$ cat config.mk
export PLATFORM = sky130hd
export DESIGN_NAME = argmax_seq
export DESIGN_NICKNAME = d
export VERILOG_FILES = /design/src/rtl/argmax_seq.sv
export SDC_FILE = /design/constraint.sdc
export NUM_CORES = 1
export LEC_CHECK = 0
export ABC_CLOCK_PERIOD_IN_PS = 6660
export BUFFER_PORTS_ARGS = -buffer_cell sky130_fd_sc_hd__buf_2
export CAP_MARGIN = 5
export CORE_MARGIN = 1
export CORE_UTILIZATION = 58
export DETAILED_ROUTE_END_ITERATION = 10
export PLACE_DENSITY = 0.81
export REMOVE_ABC_BUFFERS = 1
export SYNTH_ARGS = -nofsm -noshare
export SYNTH_HDL_FRONTEND = slang
export SYNTH_SLANG_ARGS = --single-unit
$ cat constraint.sdc
create_clock -name clk -period 6.66 [get_ports clk]
set_input_delay 1.998 -clock clk [delete_from_list [all_inputs] [get_ports clk]]
set_output_delay 1.998 -clock clk [all_outputs]
set_load 0.005 [all_outputs]
$ cat src/rtl/argmax_seq.sv
`default_nettype none
// ============================================================================
// Module   : argmax_seq
// Purpose  : Sequential argmax. Streams one signed score per accepted cycle
//            through a single signed compare stage and tracks the running
//            maximum and its arrival index. After a full frame the winner
//            is offered on a valid/ready output. Ties keep the lower index.
// Options  : ARGMAX_SEQ_IN_LAST_EN - adds in_last, which ends a frame early
//            (frames of 1..N_IN elements).
// Revision : 1.0 - initial release
// ============================================================================
module argmax_seq #(
    parameter  int NUM_W = 8,
    parameter  int N_IN  = 10,
    localparam int IDX_W = $clog2(N_IN)
) (
    input  logic             clk,
    input  logic             rst,
    input  logic [NUM_W-1:0] in_num,
    input  logic             in_valid,
`ifdef ARGMAX_SEQ_IN_LAST_EN
    input  logic             in_last,
`endif
    output logic             in_ready,
    output logic [NUM_W-1:0] out_num,
    output logic [IDX_W-1:0] out_idx,
    output logic             out_valid,
    input  logic             out_ready
);

    localparam logic [0:0]       c_ST_ACCUM  = 1'b0;
    localparam logic [0:0]       c_ST_OUTPUT = 1'b1;
    localparam logic [IDX_W-1:0] c_LAST_IDX  = IDX_W'(N_IN - 1);
    localparam logic [IDX_W-1:0] c_IDX_ONE   = IDX_W'(1);

    logic [0:0]              r_state;
    logic [0:0]              w_state_next;
    logic [IDX_W-1:0]        r_count;
    logic signed [NUM_W-1:0] r_best_num;
    logic [IDX_W-1:0]        r_best_idx;
    logic [NUM_W-1:0]        r_out_num;
    logic [IDX_W-1:0]        r_out_idx;

    logic                    w_in_ready;
    logic                    w_out_valid;
    logic                    w_accept;
    logic                    w_first;
    logic                    w_keep_best;
    logic                    w_in_last;
    logic                    w_frame_end;
    logic signed [NUM_W-1:0] w_in_num_s;
    logic signed [NUM_W-1:0] w_sel_num;
    logic [IDX_W-1:0]        w_sel_idx;

`ifdef ARGMAX_SEQ_IN_LAST_EN
    assign w_in_last = in_last;
`else
    assign w_in_last = 1'b0;
`endif

    // Input readiness depends on state alone so it never loops back
    // through in_valid.
    assign w_in_ready = (r_state == c_ST_ACCUM);
    assign w_accept   = in_valid && w_in_ready;

    // Shared compare stage: incumbent (best_num, best_idx) versus the
    // arriving (in_num, count). The first element of a frame loads
    // unconditionally; otherwise the incumbent wins on >= so ties keep
    // the earlier index.
    assign w_in_num_s  = in_num;
    assign w_first     = (r_count == '0);
    assign w_keep_best = !w_first && (r_best_num >= w_in_num_s);
    assign w_sel_num   = w_keep_best ? r_best_num : w_in_num_s;
    assign w_sel_idx   = w_first ? '0 : (w_keep_best ? r_best_idx : r_count);

    // The frame ends on the N_IN-th element or on an early in_last.
    assign w_frame_end = w_accept && ((r_count == c_LAST_IDX) || w_in_last);

    // State register.
    always_ff @(posedge clk) begin
        if (rst) begin
            r_state <= c_ST_ACCUM;
        end else begin
            r_state <= w_state_next;
        end
    end

    // Next-state and handshake outputs.
    always_comb begin
        w_state_next = r_state;
        w_out_valid  = 1'b0;
        case (r_state)
            c_ST_ACCUM: begin
                if (w_frame_end) begin
                    w_state_next = c_ST_OUTPUT;
                end
            end
            c_ST_OUTPUT: begin
                w_out_valid = 1'b1;
                if (out_ready) begin
                    w_state_next = c_ST_ACCUM;
                end
            end
            default: begin
                w_state_next = c_ST_ACCUM;
            end
        endcase
    end

    // Running-maximum datapath; the final comparison goes straight to the
    // output registers, which then hold until the next frame completes.
    always_ff @(posedge clk) begin
        if (rst) begin
            r_count    <= '0;
            r_best_num <= '0;
            r_best_idx <= '0;
            r_out_num  <= '0;
            r_out_idx  <= '0;
        end else if (w_accept) begin
            r_best_num <= w_sel_num;
            r_best_idx <= w_sel_idx;
            if (w_frame_end) begin
                r_count   <= '0;
                r_out_num <= w_sel_num;
                r_out_idx <= w_sel_idx;
            end else begin
                r_count <= r_count + c_IDX_ONE;
            end
        end
    end

    assign in_ready  = w_in_ready;
    assign out_valid = w_out_valid;
    assign out_num   = r_out_num;
    assign out_idx   = r_out_idx;

endmodule
`default_nettype wire

**Yosys cells after proc, flatten, opt, wreduce, memory -nomap -nowiden**

Cells that the tools add are included.

- Logic and storage cells: 24
- Flip-flop bits (word level): 29
- Bits of input ports: 12
- Output and inout bits: 14

- Add/subtract/negate cells: 1
- Bitwise logic cells: 1
- Magnitude comparators: 1
- Equal/unequal tests: 1
- Muxes and demuxes: 8
- Reduce and logical (&&, ||, !) cells: 6

Operator list:

| operator | number |
|---|---|
| 4-bit two-way mux | 3 |
| 8-bit >= comparator | 1 |
| 8-bit two-way mux | 1 |
| 4-bit by 1-bit adder with 4-bit output (second input constant) | 1 |
| 4-bit equality test (second input constant) | 1 |
| 4-bit logical NOT | 1 |
| 1-bit logical AND | 3 |
| 1-bit two-way mux | 3 |
| 1-bit one-hot mux with 2 select lines | 1 |
| 2-bit AND reduction | 1 |
| 1-bit logical NOT | 1 |
| 1-bit inverter | 1 |

**Longest topological paths before layout**

Gate-level depths: netlist of the first run.

- Depth after elaboration: 5
- Gate-level depth with buffers: 9

**Least setup slack after synthesis of the first run**

No wires, ideal clock.

- Path type: input -> register
- Start: in in_num[5]
- End: reg r_out_idx[1] (netlist: out_idx[1])
- Buffers on the path: 1
- Setup time: 0.122 ns
- Path slack: 2.875 ns
- Stages on the path: 8
- Arrival time: 3.663 ns
- Required time: 6.538 ns
- Path through: inv_1 > ha_1 > a211oi_2 > o22ai_1 > or3b_1 > buf_2 > and2_1 > o311a_1

- Word-level cells in the longest chain between the ends: 4

Ends and longest elaborated chain:

| item | RTL line | source |
|---|---|---|
| start: declaration | 19 | `input logic [NUM_W-1:0] in_num,` |
| 8-bit >= comparator | 72 | `assign w_keep_best = !w_first && (r_best_num >= w_in_num_s);` |
| 1-bit logical AND | 72 |  |
| 4-bit two-way mux (2 in series) | 74 | `assign w_sel_idx = w_first ? '0 : (w_keep_best ? r_best_idx : r_count);` |
| end signal: assignment | 125 | `r_out_idx <= w_sel_idx;` |
| end: declaration | 42 | `logic [IDX_W-1:0] r_out_idx;` |

Every way passes these cells.
A chain may end at the register's enable or synchronous reset.

**Worst setup path after layout of the first run**

- Start: in in_num[7]
- End: reg r_best_idx[0]

- Word-level cells in the longest chain between the ends: 4

Ends and longest elaborated chain:

| item | RTL line | source |
|---|---|---|
| 8-bit >= comparator | 72 |  |
| 1-bit logical AND | 72 |  |
| 4-bit two-way mux (2 in series) | 74 |  |
| end signal: assignment | 121 | `r_best_idx <= w_sel_idx;` |
| end: declaration | 40 | `logic [IDX_W-1:0] r_best_idx;` |

Every way passes these cells.

==> results of run 1 <==
routing by layer:
metal	vias up	wire length, µm	track usage [%]
met2	51	1620	39.9
met5	-	0	0
met1	664	1590	31.3
li1	733	-	-
met4	0	95	18.2
met3	9	194	6.05
sequential cells by signal, summed over array words and instances (netlist names):
register and count:
r_best_num 8, r_state 1, out_idx 4, r_best_idx 4, out_num 8, r_count 4
cells by family (layout without fill, tap and decap cells):
| logic type | after synthesis | after routing | synth area share, % |
|---|---|---|---|
| XOR/XNOR | 3 | 3 | 1.57 |
| buffers and inverters | 27 | 48 | 8.65 |
| AO/OA/AOI/OAI | 35 | 35 | 15.9 |
| multiplexers | 9 | 9 | 5.44 |
| AND/OR/NAND/NOR | 81 | 81 | 25.7 |
| adder cells (fa/ha/maj) | 11 | 11 | 8.20 |
| flip-flops | 29 | 29 | 34.6 |
layout by cell type, fill, tap and decap left out, types with 3 or more instances in the layout:
cell	count
sky130_fd_sc_hd__mux2i_1	8
sky130_fd_sc_hd__nand3_1	3
sky130_fd_sc_hd__nand4_1	5
sky130_fd_sc_hd__dfxtp_1	29
sky130_fd_sc_hd__a31oi_1	3
sky130_fd_sc_hd__clkbuf_4	5
sky130_fd_sc_hd__a311oi_1	5
sky130_fd_sc_hd__a21oi_1	5
sky130_fd_sc_hd__o311a_1	4
sky130_fd_sc_hd__nand2b_1	21
sky130_fd_sc_hd__or3_1	5
sky130_fd_sc_hd__buf_2	25
sky130_fd_sc_hd__ha_1	11
sky130_fd_sc_hd__nor3_1	4
sky130_fd_sc_hd__nand2_1	9
sky130_fd_sc_hd__inv_1	14
sky130_fd_sc_hd__nor2_1	24
sky130_fd_sc_hd__o21ai_0	5
where the power goes:
group	internal, mW	switching, mW	leakage (nW)	total [mW]
Sequential	0.179	0.00586	0.235	0.185
Combinational	0.0255	0.0387	0.512	0.0642
Clock	0.0896	0.0644	0.0455	0.154
worst min-delay path, delay by kind of cell (launching register included):
family / cells / cell delay (ns)
flip-flops: 1 / 0.32
AND/OR/NAND/NOR: 2 / 0.13
cell type report:
type / count / area (µm²)
Clock buffer: 7 / 55.1
Clock inverter: 1 / 30.0
Fill cell: 241 / 911
Inverter: 14 / 52.6
Multi-Input combinational cell: 139 / 957
Sequential cell: 29 / 581
Tap cell: 31 / 38.8
Timing Repair Buffer: 26 / 133
path summary, 6_finish.rpt:
| check | depth (start not counted) | endpoint | slack (ns) |
|---|---|---|---|
| setup / recovery | 8 | r_best_idx[0] | 2.45 |
| setup reg to reg | 7 | r_best_idx[0] | 3.82 |
| hold / removal | 2 | out_idx[2] | 0.49 |
| hold reg to reg | 2 | out_idx[2] | 0.49 |
Yosys cell counts (2+ instances only):
library cell / n
sky130_fd_sc_hd__buf_4: 2
sky130_fd_sc_hd__a311oi_1: 5
sky130_fd_sc_hd__a21o_1: 2
sky130_fd_sc_hd__o311a_1: 4
sky130_fd_sc_hd__xor2_1: 2
sky130_fd_sc_hd__o21ai_0: 5
sky130_fd_sc_hd__inv_1: 14
sky130_fd_sc_hd__clkbuf_1: 4
sky130_fd_sc_hd__nor3_1: 5
sky130_fd_sc_hd__nand2_1: 9
sky130_fd_sc_hd__buf_2: 2
sky130_fd_sc_hd__a21oi_1: 5
sky130_fd_sc_hd__nor2b_1: 2
sky130_fd_sc_hd__a31oi_1: 3
sky130_fd_sc_hd__o32ai_1: 2
sky130_fd_sc_hd__nand3_1: 3
sky130_fd_sc_hd__ha_1: 11
sky130_fd_sc_hd__nand4_1: 5
sky130_fd_sc_hd__mux2i_1: 8
sky130_fd_sc_hd__buf_6: 3
sky130_fd_sc_hd__nand2b_1: 21
sky130_fd_sc_hd__dfxtp_1: 29
sky130_fd_sc_hd__a2111oi_1: 2
sky130_fd_sc_hd__or3b_1: 2
sky130_fd_sc_hd__nor2_1: 24
sky130_fd_sc_hd__or3_1: 5
==> impl_summary.md, run 1 <==
Cells and area
Cells fill about 67% of the core in the end. The number of antenna diodes in the final layout is 0. The post-layout instance count excluding filler cells is approximately 250. At the end of the flow, the number of nets in the layout was 238.

The layout cell share with drive strength beyond 1 is approximately 18%. Relative to the synthesized area, the layout overhead comes to 10.1%. The cell area after layout is roughly 1800 µm².

Setup path
The worst setup path is launched from a primary input. The signal on the critical path passes through buf_2 > inv_1 > ha_1 > nand4_1 > a211o_1 > and4_4 > nor3_2 > mux2_2. Counting both buffers and inverters, the worst setup path holds a total of 2. The critical-path maximum fanout is 11.

On the worst path, the slowest cell contributes a delay of roughly 0.8 ns. The worst setup path startpoint is in_num[7]. At the worst endpoint, the required time is 6.90 ns.

The slowest stage of the critical path belongs to the cell sky130_fd_sc_hd__nor3_2. Grouping stages by cell kind, the critical path spends the most delay in simple AND/OR/NAND/NOR gates. At the worst endpoint, the arrival time is approximately 4.5 ns.

STA classifies the critical path endpoint as a register. The origin of the critical flop-to-flop path is r_count[1]. The class of the most critical setup path is in -> reg.

Placement
The half-perimeter wire length after placement is around 2500 µm. The post-place instance area is around 1800 µm². After detailed placement, the design holds a cell count of 239. Timing analysis after detailed placement gives a worst setup slack of about 2.1 ns. During placement, the flow inserted port buffers numbering 25. At the end of routability-driven placement, the weighted congestion stood at about 0.86.

Global route
Entering global routing, the biggest net connects 41 pins. Global routing used approximately 26% of the available tracks. The total overflow left after global routing is 0. The global-route wire length before repair is slightly above 6000 µm. The initial antenna violation count is 0.

The number of global-route vias before repair was between 1000 and 1500.

Clocking
The H-tree generated during clock tree synthesis spans 2 levels. In this run, post-CTS repair resized a total of 0 instances. The maximum number of buffers from clock root to sink is 2. Counting every sink on the clock net gives 29. The buffer count from post-CTS setup fixing is 0. The CTS tree is done. The clock latency at the later pin of the worst-skew pair is approximately 0.34 ns. The clock root buffer master is sky130_fd_sc_hd__clkbuf_4.

Buffers inserted to repair hold after CTS numbered 0. Clock-pin slew was measured on the worst setup and hold paths at 0.10 ns. Counting the buffers created by CTS gives 5.

Hold path
The tightest min-delay check is of the reg -> reg type. The worst hold path begins at out_idx[2].

Timing
After layout, the minimum clock period comes to about 4.2 ns. The portion of the clock cycle consumed by the worst path in the final layout is 63.3%. Across the routed clock network, the largest skew measured is between 0.008 and 0.009 ns.

Setup violations remaining at the end of the flow were counted as 0. Setup total negative slack on the finished layout was measured at 0 ns. In this run the tightest slew margin relative to its limit is a little over a quarter. For the pin with the worst max-slew slack, the measured transition is 1.09 ns. Timing would allow up to ~240 MHz.

The count of final max-slew check failures came to 0. Setup repair after global routing left no endpoint under its margin. The hold violation count in the final report is 0. The hold slack is 0.493 ns. Once routing completed, OpenROAD measured the worst setup slack at roughly 2.4 ns.

Route
The count of nets left with antenna violations once routing finished came out at 0. Summing over every cut layer, the via total after detailed routing is between 1000 and 1500. The number of remaining DRC errors is 0. The routed wire length per instance is between 10 and 15 µm. In the routed layout, each cell is associated on average with a via count of 5.90. The detailed router finished its first iteration with 37 violations. The wire length after detailed routing is 3500 µm.

Before antenna repair, the detailed router went through 4 iterations.

Pwr
In this run the static leakage power is 0.793 nW. The power per cell area is about 220 nW/µm². Across the VDD grid, the largest voltage drop is ~0.00023 V. Total power for the finished layout comes to between 0.4 and 0.5 mW.

Synth
The number of enable-type register cells in the synthesized netlist is 0. The synthesized design contains 29 register bits. In this run the cell area of the synthesized design comes to approximately 1700 µm². After technology mapping, the gate count stands at between 150 and 200. The share of flip-flops with an asynchronous set or reset after synthesis is 0%. The largest total area in the synthesized netlist belongs to sky130_fd_sc_hd__dfxtp_1. The sequential fraction of the synthesis area is ~35%. The number of distinct library cell variants in the gate-level netlist after synthesis is 42. In this run the mean area of a mapped cell was between 8 and 9 µm². The most instantiated flip-flop cell in the synthesis netlist is sky130_fd_sc_hd__dfxtp_1.

Yosys printed 0 warnings. Yosys attributes the largest share of cell area to sky130_fd_sc_hd__dfxtp_1 35%, sky130_fd_sc_hd__ha_1 8.2%, sky130_fd_sc_hd__nand2b_1 7.8%. The portion of synthesized cell area occupied by the leading cell type is between 30% and 40%.

Run
The number of maximum-capacitance violations is 0.

Floorplanning
The die is around 56 µm tall. The number of top-level design ports is 26. The chip width is 55.8 µm.

The initial cell density of the core is 60.8%. The floorplan core area is 2760 µm². The area enclosed by the die boundary is 3110 µm². After floorplanning, the core was divided into 19 placement rows.

Run status
The run finished with clean final reports.
Note: power is estimated with default switching activity, not from simulation.
==> run 2, diff against run 1 <==
ABC_CLOCK_PERIOD_IN_PS = 4300   (was 6660)
CORE_UTILIZATION = 56   (was 58)
PLACE_DENSITY = 0.79   (was 0.81)
clock period = 4.3 ns   (was 6.66 ns; I/O delays follow)
==> run 2 against run 1 <==
The run now ends with design-rule violations left. Total power is 44% higher. Clock power is 25% higher. Clock skew is 0.0027 ns lower. Global-route usage is 2.4 points lower. Combinational power is 55% higher. Non-clock buffer count stayed put. Sequential cell count stayed put. Largest power group unchanged.
==> impl_summary.md, run 2 (synthesized netlist as in run 1, its figures left out) <==
Setup path
STA classifies the critical path startpoint as a primary input. The critical path goes through buf_2 > inv_1 > ha_1 > nand4_1 > a211o_1 > and4_4 > nor3_2 > mux2_2. The worst setup path is of the in -> reg kind. The highest-delay cell along the critical path is sky130_fd_sc_hd__nor3_2. Data on the critical path is required at its endpoint by roughly 4.5 ns. The largest single stage delay on the critical path is 0.77 ns.

The sort of element at the end of the critical path is a register. STA puts the critical path data arrival time at 3.72 ns. Along the worst path, the maximum fanout reaches 11.

Clocking
The CTS tree is done. The number of levels in the clock H-tree is 2. After clock tree synthesis, the clock-pin slew on the worst setup and hold paths is around 0.09 ns.

The number of clock buffers added by TritonCTS is 5. The CTS sink count is 29. The maximum number of buffers from clock root to sink is 2. After clock tree synthesis, the repair step resized 0 gates. The number of buffers inserted for hold repair after clock tree synthesis is 0. The buffer count from post-CTS setup fixing is 0. The clock latency at the later pin of the worst-skew pair is between 0.3 and 0.4 ns. The cell sitting at the root of the clock tree is a sky130_fd_sc_hd__clkbuf_4.

Global route
The total congestion overflow after global routing is 0. The total global-route track usage is a little under a quarter. The pin count of the biggest net entering global routing is between 40 and 50.

The number of global-route vias before repair is 1320. The global-route wire length before repair is ~5800 µm. The initial antenna violation count is 0.

Pwr
VDD sags by at most about 0.00031 V. The cell leakage power is between 0.7 and 0.8 nW. The power per cell area is 316 nW/µm².

The total design power is between 0.5 and 0.6 mW.

Timing
The count of final max-slew check failures is 0. Setup repair after global routing left no endpoint under its margin. The headroom to the max-slew limit is between 30% and 40%. Of the available clock period, the critical path in the final layout requires 81.1%. For the pin with the worst max-slew slack, the measured transition is between 1 and 1.5 ns.

The fmax is between 200 and 300 MHz. On the final layout, the worst clock skew is roughly 0.0054 ns. Subtracting the final worst setup slack from the clock period gives 3.49 ns. The aggregate negative setup slack is 0 ns. The hold slack is 0.495 ns.

The hold violation count in the final report is 0. The number of setup violations in the final report is 0. Setup slack closes at 0.811 ns.

Placement
During placement, the flow inserted port buffers numbering 25. The total placed cells including tap cells is between 200 and 250. The post-placement worst setup slack is ~0.51 ns. The global placement routability congestion is 0.804. In this run the cell area measured after placement is ~1800 µm². Detailed placement ended at an HPWL of 2400 µm.

Floorplanning
After floorplanning, the core was divided into 19 placement rows. The area enclosed by the die boundary is approximately 3200 µm². The initial cell density of the core is 59.8%. The chip width is about 57 µm.

The number of top-level design ports is 26. In this run the standard cell core region covers about 2800 µm². Measured along the y axis, the die boundary spans 56.7 µm.

Cells and area
The cell area after layout is ~1800 µm². Once layout is complete, the utilization of the core stands at roughly 65%. After the flow finishes, the layout carries non-filler instances totaling around 250. The top cell types in the final layout, fill and taps aside, are 29 x sky130_fd_sc_hd__dfxtp_1, 25 x sky130_fd_sc_hd__buf_2, 24 x sky130_fd_sc_hd__nor2_1. The library cell used most frequently in the layout, excluding fill and tap cells, is sky130_fd_sc_hd__dfxtp_1.

The post-route netlist has a little under a fifth of its cells at a drive strength greater than 1. The number of antenna diodes in the final layout is 0. The area growth from synthesis to layout is 9.17%. At the end of the flow, the number of nets in the layout was 238.

Route
For this block, the initial DRC count from the detailed router was 31. The routed wire length per instance is roughly 14 µm. Across all layers, the routed design uses between 1000 and 1500 vias. The wire length after detailed routing is 3430 µm. The post-detailed-route count of antenna-violating nets is 0. The via density per instance is 5.83. In the routed design, unresolved DRC markers number 4. The detailed-router iteration count before antenna repair is 7.

Run status
The final reports fail on design-rule violations. The run finished, with violations left.

Run
Across the run, the number of max-cap violations was 0.

Hold path
The type of the worst min-delay path is reg -> reg.
==> run 2: worst max-delay path, delay by kind of cell <==
| kind | cells | cell delay (ns) |
|---|---|---|
| AOI/OAI and AO/OA | 1 | 0.32 |
| buffers and inverters | 2 | 0.16 |
| adders and majority gates | 1 | 0.36 |
| and+or+nand+nor | 3 | 1.17 |
| muxes | 1 | 0.42 |
==> run 2: power by group <==
part	total, mW	leakage [nW]	switching, mW	internal [mW]
logic	0.0996	0.512	0.0601	0.0395
clock network	0.193	0.0413	0.0981	0.0946
registers	0.287	0.235	0.00926	0.278
==> run 2: worst paths after layout <==
check,end,slack (ns),start,depth (start not counted)
max,r_best_idx[0],0.81,in_num[7],8
min,out_idx[2],0.49,out_idx[2],2
max reg2reg,r_best_idx[0],1.47,r_count[1],7
min reg2reg,out_idx[2],0.49,out_idx[2],2
==> run 2: layer usage <==
layer  vias to the layer above  GRT usage (%)  share of wire [%]
met3                         9           4.84                4.9
met4                         0           11.8                1.6
met2                        36           37.4                 46
met5                         -              0                  0
li1                        725              -                  -
met1                       671           29.5                 47
==> run 2: cell type report <==
class                           count  area, µm²
Inverter                           14       52.6
Tap cell                           31       38.8
Clock buffer                        7       65.1
Clock inverter                      1       5.00
Fill cell                         246        973
Timing Repair Buffer               26        133
Multi-Input combinational cell    139        957
Sequential cell                    29        581
==> run 3, diff against run 2 <==
ABC_AREA = 1   (was default)
ABC_CLOCK_PERIOD_IN_PS = 3250   (was 4300)
CORE_UTILIZATION = 55   (was 56)
PLACE_DENSITY = 0.78   (was 0.79)
clock period = 3.25 ns   (was 4.3 ns; I/O delays follow)
==> run 3 against run 2 <==
The flow now finishes without violations. Count of clock-buffer cells in the layout decreased by 1. Hold slack got worse by 0.046 ns. Final cell count increased by 17%. Total power increased by 30%. Global-route usage increased by 1.1 points. Worst setup slack improved by 0.087 ns. Routed wire length decreased by 6.2%. Via count increased by 1.9%. Combinational power increased by 60%. Clock skew increased by 0.0058 ns. First-iteration DRC count increased by 48%. Critical path type unchanged.
==> impl_summary.md, run 3 <==
Run status
The run finished with clean final reports.

Cells and area
The net count of the finished layout is 281. Summing all multi-input logic gate instances after layout gives ~840 µm². Compared with the post-synthesis result, the final layout area differs by 10.9%.

Counting the fill cells in the layout gives roughly 270. The library cell used most frequently in the layout, excluding fill and tap cells, is sky130_fd_sc_hd__nand2_1. The layout cell share with drive strength beyond 1 is between 15 and 20%. Cells fill between 60% and 70% of the core in the end.

The cell area after layout is ~1800 µm². The sequential standard cell area is 581 µm². In the layout the commonest cells are 79 x sky130_fd_sc_hd__nand2_1, 37 x sky130_fd_sc_hd__inv_1, 29 x sky130_fd_sc_hd__dfxtp_1. The repair_antennas step left the layout with diodes totalling 0.

Synth
For this run, the leading register cell type out of synthesis is sky130_fd_sc_hd__dfxtp_1. Of all flip-flops after synthesis, the portion carrying an async set or reset was 0%. In this run, synthesis produced a sequential element count of 29. After Yosys synthesis, full adders, half adders and majority gates account for under 10% of the synthesized area. The count of warnings emitted by yosys is 0. In the post-synthesis netlist, the biggest area contributors are sky130_fd_sc_hd__dfxtp_1 36%, sky130_fd_sc_hd__nand2_1 18%, sky130_fd_sc_hd__inv_1 8.6%. After synthesis, the largest area contributor takes up between 30% and 40% of total cell area.

The number of instances in the synthesized netlist is between 200 and 250. Each instance of the synthesized netlist takes up on average 7.02 µm². Ranked by instance count, the synthesized netlist is headed by 79 x sky130_fd_sc_hd__nand2_1, 37 x sky130_fd_sc_hd__inv_1, 29 x sky130_fd_sc_hd__dfxtp_1, 15 x sky130_fd_sc_hd__nand3_1, 13 x sky130_fd_sc_hd__nor2_1. The basic-gate share of the synthesized area counting and, or, nand and nor cells is between 30 and 40%.

After synthesis, flip-flops and latches occupy between 30 and 40% of the total area. sky130_fd_sc_hd__dfxtp_1 takes more of the synthesized area than any other cell. The most common cell in the synthesized netlist is sky130_fd_sc_hd__nand2_1.

Summing every instance area after synthesis gives roughly 1600 µm². The number of enable-type register cells in the synthesized netlist is 0. The mux cell area share after synthesis is 0%. Summing the areas of all xor and xnor instances in the mapped netlist gives 0.540% of the synthesized area. By area, the combinational part of the netlist is dominated by simple AND/OR/NAND/NOR gates. The number of distinct library cell variants in the gate-level netlist after synthesis is 25. The complex-gate fraction of the synthesized area is just over 6%.

Route
In this run, the number of DRC markers left after iteration 0 of detailed routing was 46. The first TritonRoute pass finished after 4 iterations. The post-detailed-route count of antenna-violating nets is 0.

The via density per instance is between 5 and 6. Summing over every cut layer, the via total after detailed routing is 1468. The wire length after detailed routing is about 3200 µm. For this run, design rule violations remaining after detail routing come to 0. Dividing the detail-routed wire length by the instance count gives about 11 µm.

Hold path
In this run the worst hold path is classified as reg -> reg.

Placement
The global placement routability congestion is 0.809. The post-placement worst setup slack is ~0.57 ns. Detailed placement ended at an HPWL of around 2300 µm. The post-place instance area is 1750 µm². The count of buffers from port buffering is 25.

Global route
The total congestion overflow after global routing is 0. For this run, the total global-route usage over all layers was measured as between 20% and 30%. The first global-routing pass estimated 5960 µm of wire.

Entering global routing, the biggest net connects 23 pins. The initial antenna violation count is 0. The number of global-route vias before repair is ~1400.

Setup path
The category of the worst setup path launch point is a primary input. The endpoint required time on the critical path is 3.50 ns. The data arrival time of the critical path is around 2.6 ns.

The worst setup path is captured at a register. Of all nets on the critical path, the largest fanout is 13. The class of the most critical setup path is in -> reg.

Pwr
IR analysis of the VDD net gives a maximum drop of between 0.0003 and 0.0004 V. After layout, the design draws a total of between 0.7 and 0.8 mW. Per report_power, the clock group accounts for between 20% and 30% of the total.

The internal power is a little over 0.5 mW. In this run the static leakage power is roughly 1.0 nW. The net switching power is 0.247 mW. In this run, flip-flops and latches consume 50.8% of the power. In this run switching power makes up about 33% of total power. Dividing total power by cell area gives a power density of between 400 and 500 nW/µm². The power share of the combinational group is 21.1%.

Clocking
Buffers inserted to repair hold after CTS numbered 0. The CTS tree is done. After clock tree synthesis, the setup repair step added 0 buffers. The clock transition at the register clock pins on the worst setup and hold paths after CTS is about 0.090 ns. CTS built an H-tree with a depth of 2. The number of buffers added by the clock tree synthesis step is 5. The clock passes through at most 2 buffers. The clock root buffer master is sky130_fd_sc_hd__clkbuf_4. The clock latency at the later pin of the worst-skew pair is 0.35 ns. The clock drives 29 sinks. The number of gates resized after CTS was 0.

Floorplanning
The area enclosed by the die boundary is 3170 µm². The number of top-level design ports is 26. In this run the horizontal extent of the chip is 56.3 µm. For this configuration, the core starts out at a cell density of around three fifths. The y dimension of the die is about 56 µm.

The core region is 2780 µm². The number of cell rows is 19.

Timing
The hold violation count in the final report was 0. The aggregate negative setup slack is 0 ns. The count of final max-slew check failures was 0. The final critical path takes up slightly above 70% of the cycle. The worst pin sits at a relative slew slack of between 40% and 50%.

Setup repair after global routing left no endpoint under its margin. Setup violations remaining at the end of the flow were counted as 0. The final setup slack of the worst path is approximately 0.90 ns. The routed design could run at a clock period as short as between 2 and 2.5 ns.

Derived from the worst setup path, the maximum achievable clock frequency is ~430 MHz. For the final database, setup skew stands at 0.0112 ns. The slew at the pin closest to its max-slew limit is 0.813 ns.

Run
The number of maximum-capacitance violations is 0.
[run 3: layer usage]
layer / GRT usage (%) / part of all wire, % / up-vias
met1: 29.8 / 47 / 658
met3: 9.45 / 5.4 / 5
met5: 0 / 0 / -
met4: 9.41 / 1.4 / 0
met2: 38.8 / 46 / 33
li1: - / - / 772
[run 3: cell families after synthesis]
kind of cell / after synthesis
flip-flops: 29
AO/OA/AOI/OAI: 18
buffers and inverters: 45
XOR/XNOR: 1
AND/OR/NAND/NOR: 127
adder cells (fa/ha/maj): 11
[run 3: power groups by stage]
stage               logic (mW)  clock network (mW)  registers (mW)
floorplan                0.121                   0           0.388
global placement         0.156                   0           0.391
detailed placement       0.158                   0           0.391
CTS                      0.160               0.216           0.383
global route             0.184               0.237           0.385
finish                   0.159               0.211           0.383
[run 3: worst max-delay path, stage by stage]
cell and delay [ns]:
sky130_fd_sc_hd__buf_2 0.09, sky130_fd_sc_hd__inv_1 0.04, sky130_fd_sc_hd__ha_1 0.31, sky130_fd_sc_hd__a21oi_2 0.14, sky130_fd_sc_hd__nor2_1 0.05, sky130_fd_sc_hd__nor2_2 0.09, sky130_fd_sc_hd__nand3_1 0.17, sky130_fd_sc_hd__nand3_4 0.26
sky130_fd_sc_hd__nand2_4 0.14, sky130_fd_sc_hd__nand2_1 0.13, sky130_fd_sc_hd__nand3_1 0.09, sky130_fd_sc_hd__nand2_1 0.08, sky130_fd_sc_hd__inv_1 0.03
[run 3: final timing paths]
path	depth (start not counted)	slack, ns	to	startpoint
worst min register to register	2	0.45	out_num[4]	out_num[4]
worst max register to register	11	1.30	r_best_num[6]	r_best_num[3]
worst min-delay path	2	0.45	out_num[4]	out_num[4]
worst max-delay path	13	0.90	r_best_num[6]	in_num[5]
[run 3: area by class of cell]
| type | count | share of cell area (%) |
|---|---|---|
| clock buffers | 6 | 2.30 |
| clock inverters | 2 | 0.557 |
| inverters | 38 | 7.93 |
| multi-input cells | 157 | 47.0 |
| flip-flops and latches | 29 | 32.3 |
| well taps | 31 | 2.16 |
| repair buffers | 27 | 7.79 |
[run 3: per-stage QoR]
stage	std cells	hold WS (ns)
detailed placement	282	0.434
floorplan	224	0.448
global route	290	0.475
finish	290	0.449
CTS	290	0.454
global placement	282	0.431
